$ cat src/rtl/cs_pkg.sv
// Shared definitions for the mini-RISC control sequencer: opcodes, ALU
// function codes, control-step encoding and instruction classification.
// Configuration macro: MULDIV_EN (enables mul/div/mfhi/mflo decode).
package cs_pkg;

    localparam logic [4:0] OP_LD   = 5'b00000;
    localparam logic [4:0] OP_LDI  = 5'b00001;
    localparam logic [4:0] OP_ST   = 5'b00010;
    localparam logic [4:0] OP_ADD  = 5'b00011;
    localparam logic [4:0] OP_SUB  = 5'b00100;
    localparam logic [4:0] OP_AND  = 5'b00101;
    localparam logic [4:0] OP_OR   = 5'b00110;
    localparam logic [4:0] OP_SHR  = 5'b00111;
    localparam logic [4:0] OP_SHL  = 5'b01000;
    localparam logic [4:0] OP_ROR  = 5'b01001;
    localparam logic [4:0] OP_ROL  = 5'b01010;
    localparam logic [4:0] OP_ADDI = 5'b01011;
    localparam logic [4:0] OP_ANDI = 5'b01100;
    localparam logic [4:0] OP_ORI  = 5'b01101;
    localparam logic [4:0] OP_MUL  = 5'b01110;
    localparam logic [4:0] OP_DIV  = 5'b01111;
    localparam logic [4:0] OP_MFHI = 5'b10000;
    localparam logic [4:0] OP_MFLO = 5'b10001;
    localparam logic [4:0] OP_BR   = 5'b10010;
    localparam logic [4:0] OP_JR   = 5'b10011;
    localparam logic [4:0] OP_NOP  = 5'b11010;
    localparam logic [4:0] OP_HALT = 5'b11011;

    // ALU function codes; ADD is zero so an idle alu_op reads as ADD.
    localparam logic [3:0] ALU_ADD = 4'd0;
    localparam logic [3:0] ALU_SUB = 4'd1;
    localparam logic [3:0] ALU_AND = 4'd2;
    localparam logic [3:0] ALU_OR  = 4'd3;
    localparam logic [3:0] ALU_SHR = 4'd4;
    localparam logic [3:0] ALU_SHL = 4'd5;
    localparam logic [3:0] ALU_ROR = 4'd6;
    localparam logic [3:0] ALU_ROL = 4'd7;
    localparam logic [3:0] ALU_MUL = 4'd8;
    localparam logic [3:0] ALU_DIV = 4'd9;

    typedef enum logic [3:0] {
        RESET_S = 4'd0, T0 = 4'd1, T1 = 4'd2, T2 = 4'd3, T3 = 4'd4,
        T4 = 4'd5, T5 = 4'd6, T6 = 4'd7, T7 = 4'd8, HALT_S = 4'd9
    } state_t;

    typedef enum logic [3:0] {
        CL_NOP = 4'd0, CL_ALU_R = 4'd1, CL_ALU_I = 4'd2, CL_LDI = 4'd3,
        CL_LD = 4'd4, CL_ST = 4'd5, CL_BR = 4'd6, CL_JR = 4'd7,
        CL_HALT = 4'd8, CL_MULDIV = 4'd9, CL_MFHI = 4'd10, CL_MFLO = 4'd11
    } class_t;

    // Groups opcodes by the control-step sequence they follow.
    function automatic class_t op_class(input logic [4:0] op);
        case (op)
            OP_ADD, OP_SUB, OP_AND, OP_OR, OP_SHR,
            OP_SHL, OP_ROR, OP_ROL:             op_class = CL_ALU_R;
            OP_ADDI, OP_ANDI, OP_ORI:           op_class = CL_ALU_I;
            OP_LDI:                             op_class = CL_LDI;
            OP_LD:                              op_class = CL_LD;
            OP_ST:                              op_class = CL_ST;
            OP_BR:                              op_class = CL_BR;
            OP_JR:                              op_class = CL_JR;
            OP_HALT:                            op_class = CL_HALT;
`ifdef MULDIV_EN
            OP_MUL, OP_DIV:                     op_class = CL_MULDIV;
            OP_MFHI:                            op_class = CL_MFHI;
            OP_MFLO:                            op_class = CL_MFLO;
`endif
            default:                            op_class = CL_NOP;
        endcase
    endfunction

    // ALU function used by the step that loads Z for this opcode.
    function automatic logic [3:0] alu_of(input logic [4:0] op);
        case (op)
            OP_SUB:          alu_of = ALU_SUB;
            OP_AND, OP_ANDI: alu_of = ALU_AND;
            OP_OR, OP_ORI:   alu_of = ALU_OR;
            OP_SHR:          alu_of = ALU_SHR;
            OP_SHL:          alu_of = ALU_SHL;
            OP_ROR:          alu_of = ALU_ROR;
            OP_ROL:          alu_of = ALU_ROL;
            OP_MUL:          alu_of = ALU_MUL;
            OP_DIV:          alu_of = ALU_DIV;
            default:         alu_of = ALU_ADD;
        endcase
    endfunction

endpackage

$ cat src/rtl/cs_mem_wait.sv
// Memory wait counter shared by the instruction fetch and load/store waits.
// 'timeout' fires in the MEM_WAIT_MAX-th consecutive held cycle when mem_done
// is still low; mem_done in that same cycle wins. mem_err is sticky until reset.
module cs_mem_wait #(
    parameter int MEM_WAIT_MAX = 16
) (
    input  logic clk,
    input  logic reset,
    input  logic waiting,
    input  logic mem_done,
    output logic timeout,
    output logic mem_err
);
    localparam int CW = $clog2(MEM_WAIT_MAX + 1);
    localparam logic [CW-1:0] LAST_C = CW'(MEM_WAIT_MAX - 1);
    localparam logic [CW-1:0] ONE_C  = CW'(1);

    logic [CW-1:0] count_r;
    logic          mem_err_r;

    assign timeout = waiting && !mem_done && (count_r == LAST_C);
    assign mem_err = mem_err_r;

    // Count held wait cycles; clear on completion, timeout or leaving the wait.
    always_ff @(posedge clk or posedge reset) begin
        if (reset) begin
            count_r   <= {CW{1'b0}};
            mem_err_r <= 1'b0;
        end else begin
            if (waiting && !mem_done && !timeout) begin
                count_r <= count_r + ONE_C;
            end else begin
                count_r <= {CW{1'b0}};
            end
            mem_err_r <= mem_err_r | timeout;
        end
    end

endmodule

$ cat src/rtl/control_sequencer.sv
// Control-step FSM for the mini-RISC datapath. Outputs are Moore-decoded from
// the registered step and IR (plus con_ff for the conditional branch load).
// IR is expected to present the fetched instruction by T2.
// Configuration macro: MULDIV_EN adds mul/div/mfhi/mflo sequences; when it is
// undefined those opcodes run as nop and HIin/LOin/HIout/LOout stay 0.
module control_sequencer
    import cs_pkg::*;
#(
    parameter int MEM_WAIT_MAX = 16
) (
    input  logic        clk,
    input  logic        reset,
    input  logic [31:0] IR,
    input  logic        con_ff,
    input  logic        mem_done,
    output logic        Gra, Grb, Grc,
    output logic        Rin, Rout, BAout, Cout,
    output logic        PCout, MDRout, Zhighout, Zlowout, HIout, LOout,
    output logic        PCin, IRin, MARin, MDRin, Yin, Zin, HIin, LOin, CONin,
    output logic        IncPC, Read, Write,
    output logic [3:0]  alu_op,
    output logic        run,
    output logic        mem_err
);
    state_t     state_r, next_s;
    class_t     cls_s;
    logic [4:0] opcode_s;
    logic [3:0] alu_code_s;
    logic       waiting_s, timeout_s;
    logic       unused_ir_s;

    assign opcode_s    = IR[31:27];
    assign cls_s       = op_class(opcode_s);
    assign alu_code_s  = alu_of(opcode_s);
    assign unused_ir_s = ^IR[26:0];
    assign waiting_s   = (state_r == T1) ||
                         ((state_r == T6) && (cls_s == CL_LD)) ||
                         ((state_r == T7) && (cls_s == CL_ST));

    cs_mem_wait #(.MEM_WAIT_MAX(MEM_WAIT_MAX)) u_mem_wait (
        .clk      (clk),
        .reset    (reset),
        .waiting  (waiting_s),
        .mem_done (mem_done),
        .timeout  (timeout_s),
        .mem_err  (mem_err)
    );

    // Control-step register; reset aborts any instruction immediately.
    always_ff @(posedge clk or posedge reset) begin
        if (reset) begin
            state_r <= RESET_S;
        end else begin
            state_r <= next_s;
        end
    end

    // Next control step from the current step, instruction class and memory handshake.
    always_comb begin
        next_s = state_r;
        case (state_r)
            RESET_S: next_s = T0;
            T0:      next_s = T1;
            T1: begin
                if (mem_done)       next_s = T2;
                else if (timeout_s) next_s = HALT_S;
                else                next_s = T1;
            end
            T2: begin
                case (cls_s)
                    CL_HALT: next_s = HALT_S;
                    CL_NOP:  next_s = T0;
                    default: next_s = T3;
                endcase
            end
            T3: begin
                if (cls_s == CL_JR || cls_s == CL_MFHI || cls_s == CL_MFLO) next_s = T0;
                else                                                        next_s = T4;
            end
            T4: next_s = T5;
            T5: begin
                case (cls_s)
                    CL_LD, CL_ST, CL_BR, CL_MULDIV: next_s = T6;
                    default:                        next_s = T0;
                endcase
            end
            T6: begin
                case (cls_s)
                    CL_LD: begin
                        if (mem_done)       next_s = T7;
                        else if (timeout_s) next_s = HALT_S;
                        else                next_s = T6;
                    end
                    CL_ST:   next_s = T7;
                    default: next_s = T0;
                endcase
            end
            T7: begin
                if (cls_s == CL_ST) begin
                    if (mem_done)       next_s = T0;
                    else if (timeout_s) next_s = HALT_S;
                    else                next_s = T7;
                end else begin
                    next_s = T0;
                end
            end
            HALT_S:  next_s = HALT_S;
            default: next_s = RESET_S;
        endcase
    end

    // Strobe decode: everything idle by default, one bus source per step.
    always_comb begin
        {Gra, Grb, Grc, Rin, Rout, BAout, Cout}                   = 7'b0;
        {PCout, MDRout, Zhighout, Zlowout, HIout, LOout}          = 6'b0;
        {PCin, IRin, MARin, MDRin, Yin, Zin, HIin, LOin, CONin}   = 9'b0;
        {IncPC, Read, Write}                                      = 3'b0;
        alu_op = ALU_ADD;
        run    = 1'b1;
        case (state_r)
            RESET_S: run = 1'b1;
            T0: {PCout, MARin, IncPC, Zin}  = 4'b1111;
            T1: {Zlowout, PCin, Read, MDRin} = 4'b1111;
            T2: {MDRout, IRin}               = 2'b11;
            T3: begin
                case (cls_s)
                    CL_ALU_R, CL_ALU_I:  {Grb, Rout, Yin}   = 3'b111;
                    CL_LDI, CL_LD, CL_ST: {Grb, BAout, Yin} = 3'b111;
                    CL_BR:               {Gra, Rout, CONin} = 3'b111;
                    CL_JR:               {Gra, Rout, PCin}  = 3'b111;
`ifdef MULDIV_EN
                    CL_MULDIV:           {Gra, Rout, Yin}   = 3'b111;
                    CL_MFHI:             {HIout, Gra, Rin}  = 3'b111;
                    CL_MFLO:             {LOout, Gra, Rin}  = 3'b111;
`endif
                    default:             run = 1'b1;
                endcase
            end
            T4: begin
                case (cls_s)
                    CL_ALU_R: begin
                        {Grc, Rout, Zin} = 3'b111;
                        alu_op = alu_code_s;
                    end
                    CL_ALU_I, CL_LDI, CL_LD, CL_ST: begin
                        {Cout, Zin} = 2'b11;
                        alu_op = alu_code_s;
                    end
                    CL_BR: {PCout, Yin} = 2'b11;
`ifdef MULDIV_EN
                    CL_MULDIV: begin
                        {Grb, Rout, Zin} = 3'b111;
                        alu_op = alu_code_s;
                    end
`endif
                    default: run = 1'b1;
                endcase
            end
            T5: begin
                case (cls_s)
                    CL_ALU_R, CL_ALU_I, CL_LDI: {Zlowout, Gra, Rin} = 3'b111;
                    CL_LD, CL_ST:               {Zlowout, MARin}    = 2'b11;
                    CL_BR: begin
                        {Cout, Zin} = 2'b11;
                        alu_op = ALU_ADD;
                    end
`ifdef MULDIV_EN
                    CL_MULDIV: {Zlowout, LOin} = 2'b11;
`endif
                    default: run = 1'b1;
                endcase
            end
            T6: begin
                case (cls_s)
                    CL_LD: {Read, MDRin}       = 2'b11;
                    CL_ST: {Gra, Rout, MDRin}  = 3'b111;
                    CL_BR: begin
                        Zlowout = 1'b1;
                        PCin    = con_ff;
                    end
`ifdef MULDIV_EN
                    CL_MULDIV: {Zhighout, HIin} = 2'b11;
`endif
                    default: run = 1'b1;
                endcase
            end
            T7: begin
                case (cls_s)
                    CL_LD:   {MDRout, Gra, Rin} = 3'b111;
                    CL_ST:   {MDRout, Write}    = 2'b11;
                    default: run = 1'b1;
                endcase
            end
            HALT_S:  run = 1'b0;
            default: run = 1'b0;
        endcase
    end

endmodule
$ cat config.mk
export PLATFORM = sky130hd
export DESIGN_NAME = control_sequencer
export DESIGN_NICKNAME = d
export VERILOG_FILES = /design/src/rtl/cs_pkg.sv /design/src/rtl/cs_mem_wait.sv /design/src/rtl/control_sequencer.sv
export SDC_FILE = /design/constraint.sdc
export NUM_CORES = 1
export LEC_CHECK = 0
export CORE_MARGIN = 5
export CORE_UTILIZATION = 41
export CTS_CLUSTER_DIAMETER = 30
export DETAILED_ROUTE_END_ITERATION = 12
export GPL_ROUTABILITY_DRIVEN = 0
export PLACE_DENSITY = 0.89
export RECOVER_POWER = 50
export SYNTH_ARGS = -nofsm -noshare
export SYNTH_HDL_FRONTEND = slang
export SYNTH_SLANG_ARGS = --single-unit
$ cat constraint.sdc
create_clock -name clk -period 2.6 [get_ports clk]
set_input_delay 0.52 -clock clk [delete_from_list [all_inputs] [get_ports clk]]
set_output_delay 0.52 -clock clk [all_outputs]
set_load 0.05 [all_outputs]
# ---- After elaboration in Yosys (flattened, before gate mapping)
# Memory sizes are Yosys's and may differ from the RTL's.
# Cells that the tools add are included.
dict set report word_totals {
  ff_bits 10
  romBits 192
  in_bits 36
  output_inout_bits 31
  word_cells 100
  n_memories 2
}
dict set report classes {
  add_sub_neg 1
  n_eq_ne 21
  muxes 50
  n_bitwise 1
  reduce_logical 22
}
# memory depth width rd rd_clocked_by_memory_dff write_ports line_no
set mem_list {}
lappend mem_list {{(no name shown)} 32 4 1 0 0 cs_pkg.sv:54} ;# case (op)
lappend mem_list {{(no name shown)} 16 4 1 0 0 cs_pkg.sv:75} ;# case (op)
# operator count
set ops {}
lappend ops {{4-bit case mux with 10 select lines} 1}
lappend ops {{4-bit 2-to-1 mux} 9}
lappend ops {{4-bit by 3-bit equality test with 1-bit output (second input constant)} 8}
lappend ops {{4-bit equality test (second input constant)} 6}
lappend ops {{1-bit 2-to-1 mux} 22}
lappend ops {{4-bit by 2-bit equality test with 1-bit output (second input constant)} 4}
lappend ops {{1-bit case mux with 2 select lines} 8}
lappend ops {{4-bit case mux with 2 select lines} 2}
lappend ops {{1-bit case mux with 3 select lines} 4}
lappend ops {{4-bit OR reduction} 3}
lappend ops {{9-bit OR reduction} 1}
lappend ops {{4-bit by 1-bit equality test with 1-bit output (second input constant)} 2}
lappend ops {{4-bit logical NOT} 2}
lappend ops {{3-bit 2-to-1 mux} 2}
lappend ops {{3-bit OR reduction} 2}
lappend ops {{5-bit by 1-bit adder with 5-bit output (second input constant)} 1}
lappend ops {{5-bit by 4-bit equality test with 1-bit output (second input constant)} 1}
lappend ops {{1-bit logical AND} 5}
lappend ops {{5-bit 2-to-1 mux} 1}
lappend ops {{5-bit OR reduction} 1}
lappend ops {{1-bit logical OR} 4}
lappend ops {{1-bit case mux with 4 select lines} 1}
lappend ops {{2-bit OR reduction} 2}
lappend ops {{1-bit logical NOT} 2}
lappend ops {{1-bit OR} 1}

# ---- Logic depth before layout (Yosys ltp)
# An unclocked memory read counts as a cell.
dict set report depth {
  depth_word 11
  depth_mapped 9
}

# ---- Hierarchy
# A second synthesis with hierarchy kept.
dict set report hier_totals {
  cells_unflattened 178
  area_unflattened_um2 1395.1
}
# module instances cells_per_inst area_each_um2
set modules_own_cells {}
lappend modules_own_cells {control_sequencer 1 154 1114.8}
lappend modules_own_cells {cs_mem_wait 1 24 280.3}

# ---- Worst setup path before layout
# Ideal clock, no wire load.
dict set report synth_path {
  path_type {input -> output}
  from {input port IR[27]}
  to {output port PCout}
  arrival_ns 2.692
  t_required_ns 2.080
  slack_ns -0.612
  path_stages 6
  n_path_buf 1
  cell_sequence {ha_1 > and4bb_1 > a211oi_2 > buf_2 > nand2_1 > o21ai_0}
}
dict set report synth_between {
  elab_chain_len 4
}
# item line_no
set synth_rtl {}
lappend synth_rtl {{start, declared} control_sequencer.sv:13} ;# input logic [31:0] IR,
lappend synth_rtl {{memory 32 x 4 bit} --}
lappend synth_rtl {{4-bit by 3-bit equality test with 1-bit output} control_sequencer.sv:140} ;# case (cls_s)
lappend synth_rtl {{1-bit 2-to-1 mux} control_sequencer.sv:140}
lappend synth_rtl {{1-bit case mux with 2 select lines} control_sequencer.sv:120} ;# case (state_r)
lappend synth_rtl {{end, declared} control_sequencer.sv:18} ;# output logic PCout, MDRout, Zhighout, Zlowout, HIout, LOout,
# Every way passes these cells.

# ---- Worst setup path after layout
dict set report layout_path {
  from {input port IR[31]}
  to {output port alu_op[1]}
}
dict set report layout_between {
  elab_chain_len 5
}
# item line_no
set layout_rtl {}
lappend layout_rtl {{memory 32 x 4 bit} --}
lappend layout_rtl {{4-bit by 3-bit equality test with 1-bit output (tied with other cells)} control_sequencer.sv:140}
lappend layout_rtl {{5-bit OR reduction (no source line)} --}
lappend layout_rtl {{4-bit 2-to-1 mux (*)} control_sequencer.sv:140}
lappend layout_rtl {{4-bit 2-to-1 mux (*)} --}
lappend layout_rtl {{end, declared} control_sequencer.sv:21} ;# output logic [3:0] alu_op,
# Mark *: on every way between the ends. The rest lies on a longest branch, timed or not.

==> run metrics <==
Main synth FF type=dfrtp_1; Critical Path Slowest Stage Cell=nor4b_4; Longest Clk Path Bufs=2; Die ar.=4510 um2; Worst EP arrival=2140 ps; number of CTS-inserted buffers=3; nets@finish=301; worst path cell trace=buf_2 > buf_6 > nor4b_4 > a211oi_4 > a21oi_4 > o21ai_2 > buf_6 > nor3_4 > buf_6; Crit Path Category=in -> out; top post-synthesis cells by area=dfrtp_1 (19%), ha_1 (7.5%), nor2_1 (6.2%); Seq/Total Area, Yosys=18.7%; dpl hpwl=3390 um; clk_lat worst skew=270 ps; I/O Buffers=33; Remaining DRCs=0; post-synthesis mux area share=2.99%; Total GRT Usage=23.1%; slew of the pin with the lowest slew margin=526 ps; Vias=1745; RSZ-0062 raised after global routing=true; chip height=67.1 um; clk_skew=0.742 ps; clk sinks=10; post-route antenna net violation count=0; post-synth top area cell=dfrtp_1; Post-Synth Simple-Gate Area=33.8%; CP startpoint kind=input pin; Yosys cell types=50; PwrDens=613 nW/um2; final hold slack=488 ps; Final Hold Viols=0; Synth Instances=178; max cap viols=0; final setup fails=6; first-pass GRT wire length=7940 um; initial antenna violation count=0; failing checks=setup timing; placed inst area=2090 um2; number of global-route vias before repair=1738; Layout area overhead=89.4%; Synth Area in Adders=7.48%; Hold Buf Count CTS=0; layout cells sized above 1=53.9%; Commonest cells post-synth=nor2_1 (22), nand2_1 (17), inv_1 (12); Filler Cell Count=186; CP Capture Type=primary output; GR Overflow Total=0; Hold WC Path Type=reg -> reg; H-tree depth=1; Ant. Diodes=0; Syn Area/Cell=7.52 um2; io pins=67; Final min period=2660 ps; CP max FO=6; Post-synth EDFFs=0; initial core utilization=43.1%; Pleak=0.00112 uW; WP buf/inv=4; core area=3100 um2; synthesized area=1340 um2; post-route cell area=2540 um2; largest net degree at the start of global routing=13; CP required=2080 ps; CP peak stage delay=390 ps; CP top delay family=buffers and inverters; share of the synthesized area in the top cell type=18.7%; Synthesis Warnings=0; largest family of logic cells by synthesized area=simple AND/OR/NAND/NOR gates; clock root buffer=clkbuf_4; flops & latches, synth=10; Final WS setup=-56.6 ps; fin crit share=102%; wire per inst=19.7 um; Routed WL=5900 um; Slew Limit Fails=0; Fin Setup TNS=-231 ps; # rows=20; status=complete, but fails checks; Peak Freq=0.376 GHz; most common cell in the synthesized netlist=nor2_1; CTS tree=built; Vias/cell=5.82; CP most frequent cell=buf_6; FFs w/ async S/R, synth=100%; Worst-path clk slew=70 ps; max_slew headroom=64.8%; xor/xnor share of the synthesized area=1.96%; 1st-pass router iterations=4; Die X=67.1 um; Compound-Gate Fraction of Synth Area=24.4%; Iteration-0 DRC Markers=317; worst vdd ir=0.282 mV
-- logic make-up after synthesis --
logic type,count (synthesis)
AND/OR/NAND/NOR,82
adder cells (fa/ha/maj),8
AO/OA/AOI/OAI,45
buffers and inverters,26
multiplexers,3
XOR/XNOR,3
flip-flops,10
other,1
-- cells in the final DEF, fill, tap and decap left out, drive strengths merged, types with 8 or more instances in the layout --
master and count:
a21oi 10, buf 78, dfrtp 10, ha 8, inv 12, nand2 18, nor2 23, nor3 10
o21ai 11
-- area by class of cell --
cell class	instances	area, um2	area share (%)
multi-input cells	147	1240	49.0
repair buffers	83	896	35.3
flip-flops and latches	10	253	9.97
well taps	44	55.1	2.17
inverters	12	52.6	2.07
clock buffers	4	36.3	1.43
-- worst paths after layout --
path	startpoint	endpoint	slack, ps	cells after the start
min in group asynchronous	reset	state_r[3]	660	2
max	IR[31]	alu_op[1]	-60	9
min	u_mem_wait.count_r[0]	u_mem_wait.count_r[0]	490	1
max reg2reg	u_mem_wait.count_r[0]	state_r[3]	580	8
min reg2reg	u_mem_wait.count_r[0]	u_mem_wait.count_r[0]	490	1
max in group asynchronous	reset	state_r[1]	1650	2
-- layer usage --
layer	up-vias	part of all wire [%]	GRT usage, %
met5	-	0	0
met2	119	52	42.9
li1	774	-	-
met3	37	7.7	3.83
met4	0	5.9	13.4
met1	815	34	24.2
-- power breakdown --
group	internal (uW)	switching (uW)
registers	185	75.5
clock network	85.2	60.2
logic	452	697
-- worst reg2reg max path: cells and delay by family, from the launching register on --
family	cells	cell delay (ps)
and+or+nand+nor	3	760
DFF	1	390
AOI/OAI and AO/OA	3	370
adders and majority gates	2	430
-- stage by stage --
stage | utilization, % | total power (uW) | setup WS, ps | std cells
2_1_floorplan | - | 875 | -241 | 183
3_3_place_gp | 67.3 | 1260 | -541 | 281
3_5_place_dp | 67.3 | 1290 | -640 | 281
4_1_cts | 74.5 | 1470 | 4.57 | 292
5_1_grt | 81.7 | 1620 | -122 | 300
6_report | 81.7 | 1550 | -56.6 | 300
-- registers in the layout, summed over array words and instances, names as in the netlist --
signal / flops
u_mem_wait.mem_err: 1
u_mem_wait.count_r: 5
state_r: 4
-- timing repair --
item                                    CTS  global route
endpoints found under the setup margin   20            17
gates cloned                              1             0
buffers inserted                          6             8
pin swaps                                12            20
gates resized for setup                  60            41
hold endpoints to repair                  0             0
Power figures use the tool's default switching activity.
